## src/rtl/multi_timebase_pkg.sv

```systemverilog
// Shared definitions for the multi-channel timebase generator.
// Mode encodings and default sizing constants.
package multi_timebase_pkg;

  typedef enum logic [1:0] {
    MODE_TOGGLE  = 2'b00,
    MODE_PULSE   = 2'b01,
    MODE_ONESHOT = 2'b10,
    MODE_RSVD    = 2'b11
  } mode_e;

  localparam int unsigned DEF_CNT_W = 32;
  localparam int unsigned DEF_TC    = 49_999_999;

endpackage

```

## src/rtl/timebase_channel.sv

```systemverilog
// Single timebase channel: programmable divider producing tick, a
// mode-dependent waveform (toggle / pulse / one-shot gate) and busy.
module timebase_channel
  import multi_timebase_pkg::*;
#(
  parameter int unsigned          CNT_W      = DEF_CNT_W,
  parameter logic [CNT_W-1:0]     DEFAULT_TC = CNT_W'(DEF_TC)
) (
  input  logic             sys_clk,
  input  logic             reset_n,
  input  logic             load,
  input  logic [CNT_W-1:0] tc_in,
  input  logic [1:0]       mode_in,
  input  logic             enable,
  input  logic             trigger,
  output logic             tick,
  output logic             wave,
  output logic             busy
);

  logic [CNT_W-1:0] cnt, cnt_nxt;
  logic [CNT_W-1:0] tc_reg;
  mode_e            mode_reg;
  logic             trig_d;
  logic             tick_nxt, wave_nxt, busy_nxt;
  logic             terminal, trig_rise;

  assign terminal  = (cnt == tc_reg);
  assign trig_rise = trigger & ~trig_d;

  always_comb begin
    cnt_nxt  = cnt;
    tick_nxt = 1'b0;
    wave_nxt = wave;
    busy_nxt = busy;
    if (load || !enable) begin
      cnt_nxt  = '0;
      wave_nxt = 1'b0;
      busy_nxt = 1'b0;
    end else begin
      unique case (mode_reg)
        MODE_ONESHOT: begin
          if (busy) begin
            if (terminal) begin
              cnt_nxt  = '0;
              busy_nxt = 1'b0;
              wave_nxt = 1'b0;
              tick_nxt = 1'b1;
            end else begin
              cnt_nxt = cnt + CNT_W'(1);
            end
          end else begin
            // Idle gate: counter parked at zero until a fresh trigger edge.
            cnt_nxt  = '0;
            wave_nxt = trig_rise;
            busy_nxt = trig_rise;
          end
        end
        MODE_PULSE: begin
          busy_nxt = 1'b0;
          wave_nxt = terminal;
          tick_nxt = terminal;
          cnt_nxt  = terminal ? '0 : cnt + CNT_W'(1);
        end
        default: begin
          busy_nxt = 1'b0;
          tick_nxt = terminal;
          wave_nxt = terminal ? ~wave : wave;
          cnt_nxt  = terminal ? '0 : cnt + CNT_W'(1);
        end
      endcase
    end
  end

  always_ff @(posedge sys_clk or negedge reset_n) begin
    if (!reset_n) begin
      cnt      <= '0;
      tc_reg   <= DEFAULT_TC;
      mode_reg <= MODE_TOGGLE;
      trig_d   <= 1'b0;
      tick     <= 1'b0;
      wave     <= 1'b0;
      busy     <= 1'b0;
    end else begin
      trig_d <= trigger;
      if (load) begin
        tc_reg   <= tc_in;
        mode_reg <= mode_e'(mode_in);
      end
      cnt  <= cnt_nxt;
      tick <= tick_nxt;
      wave <= wave_nxt;
      busy <= busy_nxt;
    end
  end

endmodule

```

## src/rtl/multi_timebase.sv

```systemverilog
// N-channel timebase generator: decodes config writes into per-channel
// load strobes and instantiates one independent timer per channel.
module multi_timebase
  import multi_timebase_pkg::*;
#(
  parameter int unsigned      CHANNELS   = 4,
  parameter int unsigned      CNT_W      = DEF_CNT_W,
  parameter logic [CNT_W-1:0] DEFAULT_TC = CNT_W'(DEF_TC),
  localparam int unsigned     CH_W       = (CHANNELS > 1) ? $clog2(CHANNELS) : 1
) (
  input  logic                sys_clk,
  input  logic                reset_n,
  input  logic                cfg_wr,
  input  logic [CH_W-1:0]     cfg_ch,
  input  logic [CNT_W-1:0]    cfg_tc,
  input  logic [1:0]          cfg_mode,
  input  logic [CHANNELS-1:0] ch_enable,
  input  logic [CHANNELS-1:0] trigger,
  output logic [CHANNELS-1:0] tick,
  output logic [CHANNELS-1:0] wave,
  output logic [CHANNELS-1:0] busy
);

  logic [CHANNELS-1:0] load;

  // Out-of-range channel numbers match no decoder, so such writes are dropped.
  for (genvar g = 0; g < CHANNELS; g++) begin : g_ch
    assign load[g] = cfg_wr && (cfg_ch == CH_W'(g));

    timebase_channel #(
      .CNT_W      (CNT_W),
      .DEFAULT_TC (DEFAULT_TC)
    ) u_ch (
      .sys_clk (sys_clk),
      .reset_n (reset_n),
      .load    (load[g]),
      .tc_in   (cfg_tc),
      .mode_in (cfg_mode),
      .enable  (ch_enable[g]),
      .trigger (trigger[g]),
      .tick    (tick[g]),
      .wave    (wave[g]),
      .busy    (busy[g])
    );
  end

endmodule
```

## config.mk

```make
export PLATFORM = sky130hd
export DESIGN_NAME = multi_timebase
export DESIGN_NICKNAME = d
export VERILOG_FILES = /design/src/rtl/multi_timebase_pkg.sv /design/src/rtl/timebase_channel.sv /design/src/rtl/multi_timebase.sv
export SDC_FILE = /design/constraint.sdc
export NUM_CORES = 1
export LEC_CHECK = 0
export BUFFER_PORTS_ARGS = -buffer_cell sky130_fd_sc_hd__buf_4
export CORE_ASPECT_RATIO = 1.2
export CORE_MARGIN = 1
export CORE_UTILIZATION = 44
export DETAILED_ROUTE_END_ITERATION = 10
export PLACE_DENSITY = 0.66
export SLEW_MARGIN = 20
export SYNTH_ARGS = -nofsm -noshare
export SYNTH_HDL_FRONTEND = slang
export SYNTH_HIERARCHICAL = 1
export SYNTH_SLANG_ARGS = --single-unit
```

## constraint.sdc

```tcl
create_clock -name sys_clk -period 1.8 [get_ports sys_clk]
set_clock_uncertainty 0.05 [all_clocks]
set_input_delay 0.27 -clock sys_clk [delete_from_list [all_inputs] [get_ports sys_clk]]
set_output_delay 0.27 -clock sys_clk [all_outputs]
set_load 0.005 [all_outputs]
```

==> results of run 1 <==
-- report_power, final --
| group | total (mW) | internal (mW) | switching, mW |
|---|---|---|---|
| Clock | 5.97 | 3.42 | 2.56 |
| Sequential | 7.63 | 7.14 | 0.484 |
| Combinational | 2.08 | 1.04 | 1.04 |
| Total | 15.7 | 11.6 | 4.09 |
-- cell families (layout without fill, tap and decap cells) --
family                     count (synthesis)  in the layout  synth area share
AOI/OAI and AO/OA                         32             32            0.0171
xor gates and xnor gates                 246            246             0.157
adders and majority gates                 12             12            0.0110
buffers and inverters                     48            323            0.0186
DFF                                      280            280             0.518
muxes                                    132            132             0.108
and+or+nand+nor                          429            429             0.170
-- cells in the final DEF, fill, tap and decap left out, types with 6 or more instances in the layout --
cell type	count
clkbuf_1	7
inv_1	16
ha_1	12
buf_12	11
dfrtp_1	207
buf_4	202
nor4_1	28
nor2_4	9
xor2_1	219
clkinv_2	9
nor2_2	17
nand2b_1	8
and3_1	19
nor4_4	7
dlygate4sd3_1	32
xnor2_1	27
clkbuf_16	31
clkbuf_8	6
nand2_1	59
nand4_1	51
nand3_1	51
nor4_2	11
nor2_1	134
o21ai_0	10
mux2_2	128
dfstp_2	72
-- final cells by class --
class                      count  share of cell area
clock buffer                  44              0.0514
clock inverter                13             0.00458
inverter                      16             0.00349
multi-input combinational    851               0.376
sequential                   280               0.412
tap                          396              0.0288
timing repair buffer         250               0.123
-- per-stage QoR --
stage | worst slack (ns) | hold slack [ns]
5_1_grt | -0.308 | 0.00894
3_3_place_gp | -0.295 | 0.179
2_1_floorplan | 0.0519 | -0.0756
4_1_cts | -0.202 | 0.000666
6_report | -0.194 | 0.0225
3_5_place_dp | -0.337 | 0.182
-- worst max-delay path: stages, from the launching register on --
cell	delay, ns
dfstp_2	0.54
xor2_1	0.06
nor4_1	0.35
nand4_1	0.25
o211ai_2	0.33
buf_4	0.23
nor2_1	0.07
-- worst max path at each step --
stage | slack (ns) | depth (start not counted) | start | endpoint
after floorplan | 0.05 | 6 | g_ch[3].u_ch/cnt[7] | g_ch[3].u_ch/cnt[31]
after global placement | -0.29 | 6 | g_ch[2].u_ch/tc_reg[17] | g_ch[2].u_ch/cnt[25]
after detailed placement | -0.34 | 6 | g_ch[2].u_ch/tc_reg[17] | g_ch[2].u_ch/cnt[18]
after CTS | -0.20 | 7 | g_ch[1].u_ch/tc_reg[20] | g_ch[1].u_ch/cnt[10]
after global routing | -0.31 | 7 | g_ch[1].u_ch/tc_reg[27] | g_ch[1].u_ch/cnt[2]
final | -0.19 | 6 | g_ch[1].u_ch/tc_reg[14] | g_ch[1].u_ch/cnt[12]
-- metal layers --
metal | part of all wire | GRT usage | wire length [microns]
met5 | 0 | 0 | 0
met4 | 0.024 | 0.0678 | 830
met2 | 0.49 | 0.370 | 16800
met1 | 0.45 | 0.307 | 15500
met3 | 0.042 | 0.0310 | 1460
-- timing repair --
action	in CTS	in global routing
setup endpoints to repair	136	139
hold endpoints to repair	261	2
gates resized for setup	10	27
setup buffers	2	2
hold buffers	31	1
pin swaps	5	18
==> impl_metrics.py, run 1 <==
metrics = {
    "run_status": {
        "status": "finished, violations left",
        "violations": "setup timing",
    },
    "cts": {
        "h-tree-depth": 1,
        "cts_tree": "yes",
        "cts_buffers": 31,
        "path_clk_slew_ns": 0.07,
        "cts_sinks": 280,
        "clk_latency_ns": 0.55,
        "cts-root-buf": "clkbuf_16",
        "clock_path_buffers": 3,
    },
    "synth": {
        "synth-main-ff-cell": "dfrtp_1",
        "synth_warnings": 6,
        "synth_area_leaders": "dfrtp_1 38%, xor2_1 14%, dfstp_2 14%, mux2_2 11%, nor2_1 4.0%",
        "syn_nets": 1238,
        "synth-seq-cells": 280,
        "synth.top_cells.by_count": "219 x xor2_1, 208 x dfrtp_1, 145 x nor2_1",
        "yosysUniqueCellTypes": 44,
        "avgSynthCellArea_sq_um": 11.6,
        "synthCells": 1179,
        "synth_top_cell_area_share": 0.380,
        "syn-cell-area_sq_mm": 0.0137,
        "yosysTopAreaCell": "dfrtp_1",
        "synth_edf_count": 0,
        "yosysSeqAreaShare": 0.518,
        "yosysMostFrequentCell": "xor2_1",
        "async_flop_share": 1.00,
    },
    "routing": {
        "routed_wl_mm": 34.6,
        "drt_iter0_drc": 543,
        "num_vias": 9585,
        "viasPerCell": 5.18,
        "drc": 0,
        "wire_per_inst_microns": 18.7,
        "first_pass_iters": 5,
        "postRouteAntennaNets": 0,
    },
    "min_path": {
        "hold_depth": 2,
        "hold_path_end": "g_ch[0].u_ch/tc_reg[27]",
        "hp-class": "in -> reg",
        "holdCritStartpoint": "cfg_tc[27]",
    },
    "final_layout": {
        "instances_no_fill": 1850,
        "drive_gt1_frac": 0.369,
        "antenna_cells": 0,
        "regArea_sq_mm": 0.00710,
        "final_nets": 1489,
        "area_delta_synth_final_pct": 25.7,
        "fillCellCount": 2587,
        "post-route-util": 0.563,
        "postLayoutCellArea_sq_mm": 0.0172,
        "multi_input_area_sq_mm": 0.00648,
    },
    "place": {
        "port_buffers": 58,
        "placedCellCount": 1758,
        "place.gp.congestion": 0.833,
        "dp_hpwl_mm": 24.5,
        "place_area_sq_mm": 0.0158,
    },
    "sta": {
        "min_period_ns": 1.99,
        "slew_violations": 0,
        "worst_slack_ns": -0.194,
        "setup_violations": 132,
        "fmax_mhz": 502,
        "relSlewSlack": 0.669,
        "hold_viol_final": 0,
        "post-route-period-util": 1.11,
        "tightest_slew_ns": 0.492,
        "rsz0062_at_grt": "yes",
        "fin_setup_tns_ns": -19.30,
    },
    "worst_setup_path": {
        "reg2reg_from": "g_ch[1].u_ch/tc_reg[14]",
        "worst_r2r_endpoint": "g_ch[1].u_ch/cnt[12]",
        "r2r.worst_path.cells": 6,
        "crit_required_ns": 2.19,
        "worstPathMaxFanout": 10,
        "start_kind": "register",
        "regToRegSetupSlack_ns": -0.19,
        "cp-end-kind": "register",
        "crit_type": "reg -> reg",
        "critPathArrivalTime_ns": 2.39,
    },
    "floorplanning": {
        "rows": 70,
        "core_area_sq_mm": 0.0306,
        "die_area_sq_mm": 0.0318,
        "start_util": 0.448,
        "ioPinCount": 59,
        "die_w_microns": 163,
        "fp.dieH_microns": 195,
    },
    "global_routing": {
        "grt_usage": 0.225,
        "antenna_found_initial": 0,
        "grt_overflow": 0,
        "grt_pass1_vias": 10000,
        "grt_max_degree": 52,
        "grt_pass1_wl_mm": 55.0,
    },
    "flow_run": {
        "max_cap_viol_count": 0,
    },
    "pwr": {
        "totalPowerFinal_mw": 15.7,
        "ir_worst_vdd_uv": 641,
        "powerDensity_mw_per_mm2": 911,
        "cellLeakagePower_nw": 7.83,
    },
}
(Power assumes the default switching activity.)
==> inputs of run 2 (changes only) <==
SYNTH_HIERARCHICAL = default   (was 1)
==> impl_metrics.py, run 2 <==
metrics = {
    "routing": {
        "wire_per_inst_microns": 19.0,
        "num_vias": 9793,
        "postRouteAntennaNets": 0,
        "drc": 0,
        "viasPerCell": 5.24,
        "routed_wl_mm": 35.5,
        "drt_iter0_drc": 482,
        "first_pass_iters": 7,
    },
    "global_routing": {
        "grt_pass1_wl_mm": 55.4,
        "grt_usage": 0.230,
        "grt_overflow": 0,
        "grt_max_degree": 54,
        "grt_pass1_vias": 10100,
        "antenna_found_initial": 0,
    },
    "sta": {
        "fin_setup_tns_ns": -20.38,
        "worst_slack_ns": -0.191,
        "slew_violations": 0,
        "relSlewSlack": 0.693,
        "tightest_slew_ns": 0.455,
        "fmax_mhz": 502,
        "rsz0062_at_grt": "yes",
        "setup_violations": 132,
        "holdWs_ns": 0.126,
        "post-route-period-util": 1.11,
        "hold_viol_final": 0,
        "min_period_ns": 1.99,
    },
    "min_path": {
        "holdCritStartpoint": "ch_enable[0]",
        "hp-class": "in -> reg",
        "hold_depth": 4,
        "hold_path_end": "g_ch[0].u_ch.cnt[1]",
    },
    "cts": {
        "path_clk_slew_ns": 0.06,
        "cts_buffers": 30,
        "h-tree-depth": 1,
        "clk_latency_ns": 0.58,
        "cts-root-buf": "clkbuf_16",
        "cts_sinks": 280,
        "cts_tree": "yes",
        "clock_path_buffers": 3,
    },
    "synth": {
        "avgSynthCellArea_sq_um": 11.4,
        "synth-seq-cells": 280,
        "synth_top_cell_area_share": 0.382,
        "syn-cell-area_sq_mm": 0.0136,
        "synth-main-ff-cell": "dfrtp_1",
        "syn_nets": 1252,
        "synth_warnings": 0,
        "synth_edf_count": 0,
        "async_flop_share": 1.00,
        "yosysSeqAreaShare": 0.521,
        "synth.top_cells.by_count": "208 x dfrtp_1, 168 x xor2_1, 149 x nor2_1",
        "synthCells": 1193,
        "yosysTopAreaCell": "dfrtp_1",
        "yosysMostFrequentCell": "dfrtp_1",
        "yosysUniqueCellTypes": 44,
        "synth_area_leaders": "dfrtp_1 38%, dfstp_2 14%, mux2_2 11%, xor2_1 11%, xnor2_1 5.0%",
    },
    "place": {
        "port_buffers": 58,
        "pre_cts_slack_ns": -0.265,
        "place.gp.congestion": 0.840,
        "dp_hpwl_mm": 24.0,
        "place_area_sq_mm": 0.0157,
    },
    "floorplanning": {
        "start_util": 0.447,
        "fp.dieH_microns": 195,
        "rows": 70,
        "die_area_sq_mm": 0.0317,
        "die_w_microns": 163,
        "core_area_sq_mm": 0.0305,
        "ioPinCount": 59,
    },
    "flow_run": {
        "max_cap_viol_count": 0,
    },
    "worst_setup_path": {
        "path_delay_family": "simple AND/OR/NAND/NOR gates",
        "crit_buf_inv": 2,
        "crit_required_ns": 2.19,
        "start_kind": "register",
        "cp-end-kind": "register",
        "reg2reg_from": "g_ch[0].u_ch.tc_reg[6]",
        "r2r.worst_path.cells": 7,
        "path_cells": "xnor2_2 -> nand4_1 -> nor4_2 -> buf_4 -> buf_6 -> nand2_4 -> mux2_4",
        "critPathArrivalTime_ns": 2.38,
        "cp_slowest_stage_delay_ns": 0.55,
        "crit_type": "reg -> reg",
        "cp_slowest_cell": "dfstp_2",
        "worstPathMaxFanout": 3,
        "regToRegSetupSlack_ns": -0.19,
        "worst_r2r_endpoint": "g_ch[0].u_ch.wave",
    },
    "pwr": {
        "cellLeakagePower_nw": 7.73,
        "ir_worst_vdd_uv": 665,
        "powerDensity_mw_per_mm2": 897,
    },
    "final_layout": {
        "antenna_cells": 0,
        "final_nets": 1509,
        "fillCellCount": 2549,
        "area_delta_synth_final_pct": 30.4,
        "layout_common_cells": "210 x buf_4, 206 x dfrtp_1, 163 x xor2_1",
        "drive_gt1_frac": 0.398,
        "layout_commonest_cell": "buf_4",
        "postLayoutCellArea_sq_mm": 0.0178,
        "multi_input_area_sq_mm": 0.00669,
        "regArea_sq_mm": 0.00710,
        "post-route-util": 0.582,
    },
    "run_status": {
        "violations": "setup timing",
        "status": "finished, violations left",
    },
}
==> run 2: cell count changes in the layout (fill, tap and decap cells not counted), sizes merged, moves of 7 or more <==
| cell | before | now |
|---|---|---|
| xor2 | 219 | 168 |
| nand2 | 59 | 33 |
| a21oi | 2 | 11 |
| and4 | 3 | 17 |
| dlygate4sd3 | 32 | 42 |
| nor4 | 46 | 32 |
| mux2 | 128 | 135 |
| o21ai | 14 | 7 |
| nor3 | 5 | 23 |
| inv | 17 | 27 |
| buf | 218 | 235 |
| nor2 | 160 | 150 |
| xnor2 | 27 | 78 |
==> run 2: worst max-delay path by stage <==
| stage | startpoint | slack [ns] | depth (start not counted) | endpoint |
|---|---|---|---|---|
| global placement | g_ch[1].u_ch.cnt[28] | -0.18 | 7 | g_ch[1].u_ch.cnt[11] |
| detailed placement | g_ch[1].u_ch.cnt[28] | -0.26 | 7 | g_ch[1].u_ch.cnt[3] |
| floorplan | g_ch[0].u_ch.cnt[4] | 0.007 | 7 | g_ch[0].u_ch.cnt[22] |
| finish | g_ch[0].u_ch.tc_reg[6] | -0.19 | 7 | g_ch[0].u_ch.wave |
| CTS | g_ch[1].u_ch.cnt[28] | -0.18 | 7 | g_ch[1].u_ch.cnt[3] |
| global route | g_ch[3].u_ch.tc_reg[27] | -0.25 | 7 | g_ch[3].u_ch.cnt[5] |
==> run 2: tightest hold or removal path: stages <==
cell and delay [ns]:
buf_4 0.11, nand2b_1 0.08, a21oi_1 0.07, and3_4 0.17
==> run 2: final cells by class <==
class,count,share of cell area
sequential,280,0.400
multi-input combinational,835,0.377
timing repair buffer,277,0.138
clock buffer,48,0.0495
tap,396,0.0279
inverter,26,0.00550
clock inverter,7,0.00282
==> run 2: through the flow <==
step / instances / power [mW]
after global placement: 1762 / 9.75
after global routing: 1869 / 16.6
final: 1869 / 15.9
after CTS: 1871 / 16.0
after detailed placement: 1762 / 9.82
after floorplan: 1193 / 8.92
==> run 2: what timing repair did <==
| action | in CTS | in global routing |
|---|---|---|
| endpoints found under the setup margin | 134 | 138 |
| cloned | 6 | 0 |
| pin swaps | 41 | 45 |
| hold endpoints to repair | 334 | 0 |
| gates resized for setup | 47 | 106 |
| hold buffers | 42 | 0 |
| setup buffers | 7 | 2 |
==> run 2: routing by layer <==
layer	track usage	share of wire
met1	0.310	0.44
met2	0.373	0.48
met3	0.0252	0.037
met4	0.0987	0.041
met5	0	0
==> run 2: logic make-up after synthesis <==
logic type | count (synthesis) | synth area share
DFF | 280 | 0.521
buffers and inverters | 78 | 0.0266
AOI/OAI and AO/OA | 33 | 0.0164
and+or+nand+nor | 405 | 0.152
muxes | 139 | 0.115
adders and majority gates | 12 | 0.0110
xor gates and xnor gates | 246 | 0.158
==> run 2: power breakdown <==
| group | switching [mW] | internal, mW | leakage (nW) |
|---|---|---|---|
| registers | 0.478 | 7.15 | 3.51 |
| logic | 1.19 | 1.25 | 3.77 |
| clock network | 2.54 | 3.33 | 0.458 |
==> inputs of run 3 (changes only) <==
GPL_ROUTABILITY_DRIVEN = 0   (was default)
PLACE_DENSITY = 0.64   (was 0.66)
clock period = 2.2 ns   (was 1.8 ns; I/O delays follow)
==> impl_metrics.py, run 3 (synthesized netlist as in run 2, its figures left out) <==
metrics = {
    "pwr": {
        "totalPowerFinal_mw": 13.1,
        "ir_worst_vdd_uv": 562,
        "powerDensity_mw_per_mm2": 828,
        "cellLeakagePower_nw": 6.85,
    },
    "worst_setup_path": {
        "cp-end-kind": "register",
        "crit_type": "reg -> reg",
        "start_kind": "register",
        "r2r.worst_path.cells": 6,
        "worstPathMaxFanout": 32,
        "crit_required_ns": 2.58,
        "regToRegSetupSlack_ns": 0.14,
        "crit_path_start": "g_ch[3].u_ch.cnt[15]",
        "worst_r2r_endpoint": "g_ch[3].u_ch.cnt[10]",
        "critPathArrivalTime_ns": 2.43,
        "endpoint": "g_ch[3].u_ch.cnt[10]",
        "reg2reg_from": "g_ch[3].u_ch.cnt[15]",
    },
    "routing": {
        "drt_iter0_drc": 505,
        "routed-wl-met3_mm": 1.19,
        "wire_per_inst_microns": 19.5,
        "viasPerCell": 5.34,
        "first_pass_iters": 5,
        "wl_met1_mm": 14.8,
        "num_vias": 9075,
        "routed_wl_mm": 33.2,
        "drc": 0,
        "wl_met2_mm": 16.0,
        "highest-signal-layer": "met4",
        "postRouteAntennaNets": 0,
    },
    "floorplanning": {
        "ioPinCount": 59,
        "start_util": 0.447,
        "core_area_sq_mm": 0.0305,
        "fp.dieH_microns": 195,
        "die_w_microns": 163,
        "die_area_sq_mm": 0.0317,
        "rows": 70,
    },
    "cts": {
        "cts_sinks": 280,
        "cts_buffers": 29,
        "h-tree-depth": 1,
        "clk_latency_ns": 0.55,
        "clock_path_buffers": 3,
        "path_clk_slew_ns": 0.06,
        "cts_tree": "yes",
        "cts-root-buf": "clkbuf_16",
    },
    "final_layout": {
        "antenna_cells": 0,
        "fillCellCount": 2698,
        "post-route-util": 0.521,
        "final_nets": 1338,
        "layout_common_cells": "208 x dfrtp_1, 168 x xor2_1, 149 x nor2_1",
        "area_delta_synth_final_pct": 16.5,
        "layout_commonest_cell": "dfrtp_1",
        "drive_gt1_frac": 0.286,
    },
    "global_routing": {
        "grt_overflow": 0,
        "grt_usage": 0.215,
        "grt_pass1_wl_mm": 52.1,
        "grt_max_degree": 56,
        "grt_pass1_vias": 9221,
        "antenna_found_initial": 0,
    },
    "place": {
        "port_buffers": 58,
        "dp_hpwl_mm": 23.3,
        "pre_cts_slack_ns": 0.0978,
    },
    "sta": {
        "post-route-period-util": 0.936,
        "relSlewSlack": 0.633,
        "slew_violations": 0,
        "fin_setup_tns_ns": 0,
        "hold_viol_final": 0,
        "worst_slack_ns": 0.140,
        "setup_violations": 0,
        "tightest_slew_ns": 0.549,
        "fmax_mhz": 486,
        "min_period_ns": 2.06,
    },
    "min_path": {
        "holdCritStartpoint": "ch_enable[1]",
        "hold_depth": 3,
        "hp-class": "in -> reg",
    },
    "flow_run": {
        "max_cap_viol_count": 0,
    },
    "run_status": {
        "status": "finished clean",
    },
}
## run 3: area by class of cell
class,count,area (sq um),share of cell area
Clock buffer,41,851,0.0536
Clock inverter,13,169,0.0106
Inverter,26,97.6,0.00615
Multi-Input combinational cell,835,6200,0.391
Sequential cell,280,7100,0.447
Tap cell,396,495,0.0312
Timing Repair Buffer,107,955,0.0602
## run 3: metrics by stage
step / cell area [sq um] / std cells / hold WS [ns]
finish: 15900 / 1698 / 0.0157
CTS: 15800 / 1697 / 0.00132
global route: 15900 / 1698 / 0.0191
floorplan: 13600 / 1193 / -0.0156
global placement: 14800 / 1637 / 0.251
detailed placement: 14800 / 1637 / 0.248
## run 3: timing repair
item                                    4_1_cts  5_1_grt
resized for setup                             0        3
setup buffers                                 0        1
hold endpoints to repair                     50        0
hold buffers                                  6        0
endpoints found under the setup margin        0       64
## run 3: critical path, stage by stage, from the launching register on
cell	delay, ns
dfrtp_1	0.45
xor2_1	0.19
nor4_1	0.41
nand4_1	0.25
o2111ai_2	0.28
buf_12	0.23
nor2_1	0.07
## run 3: per-layer routing
layer | vias up | GRT usage
met2 | 187 | 0.348
met4 | 0 | 0.0845
li1 | 4257 | -
met5 | - | 0
met3 | 54 | 0.0262
met1 | 4577 | 0.293
## run 3: report_power, final
part	switching (mW)	total [mW]	internal, mW
clock network	2.06	5.22	3.15
logic	0.828	1.69	0.857
registers	0.391	6.24	5.85
## run 3: how the worst min path moves through the flow
stage	to	slack, ns
after floorplan	g_ch[0].u_ch.busy	-0.02
after global placement	g_ch[3].u_ch.cnt[30]	0.25
after detailed placement	g_ch[3].u_ch.cnt[30]	0.25
after CTS	g_ch[1].u_ch.busy	0.001
after global routing	g_ch[3].u_ch.busy	0.02
final	g_ch[1].u_ch.busy	0.02
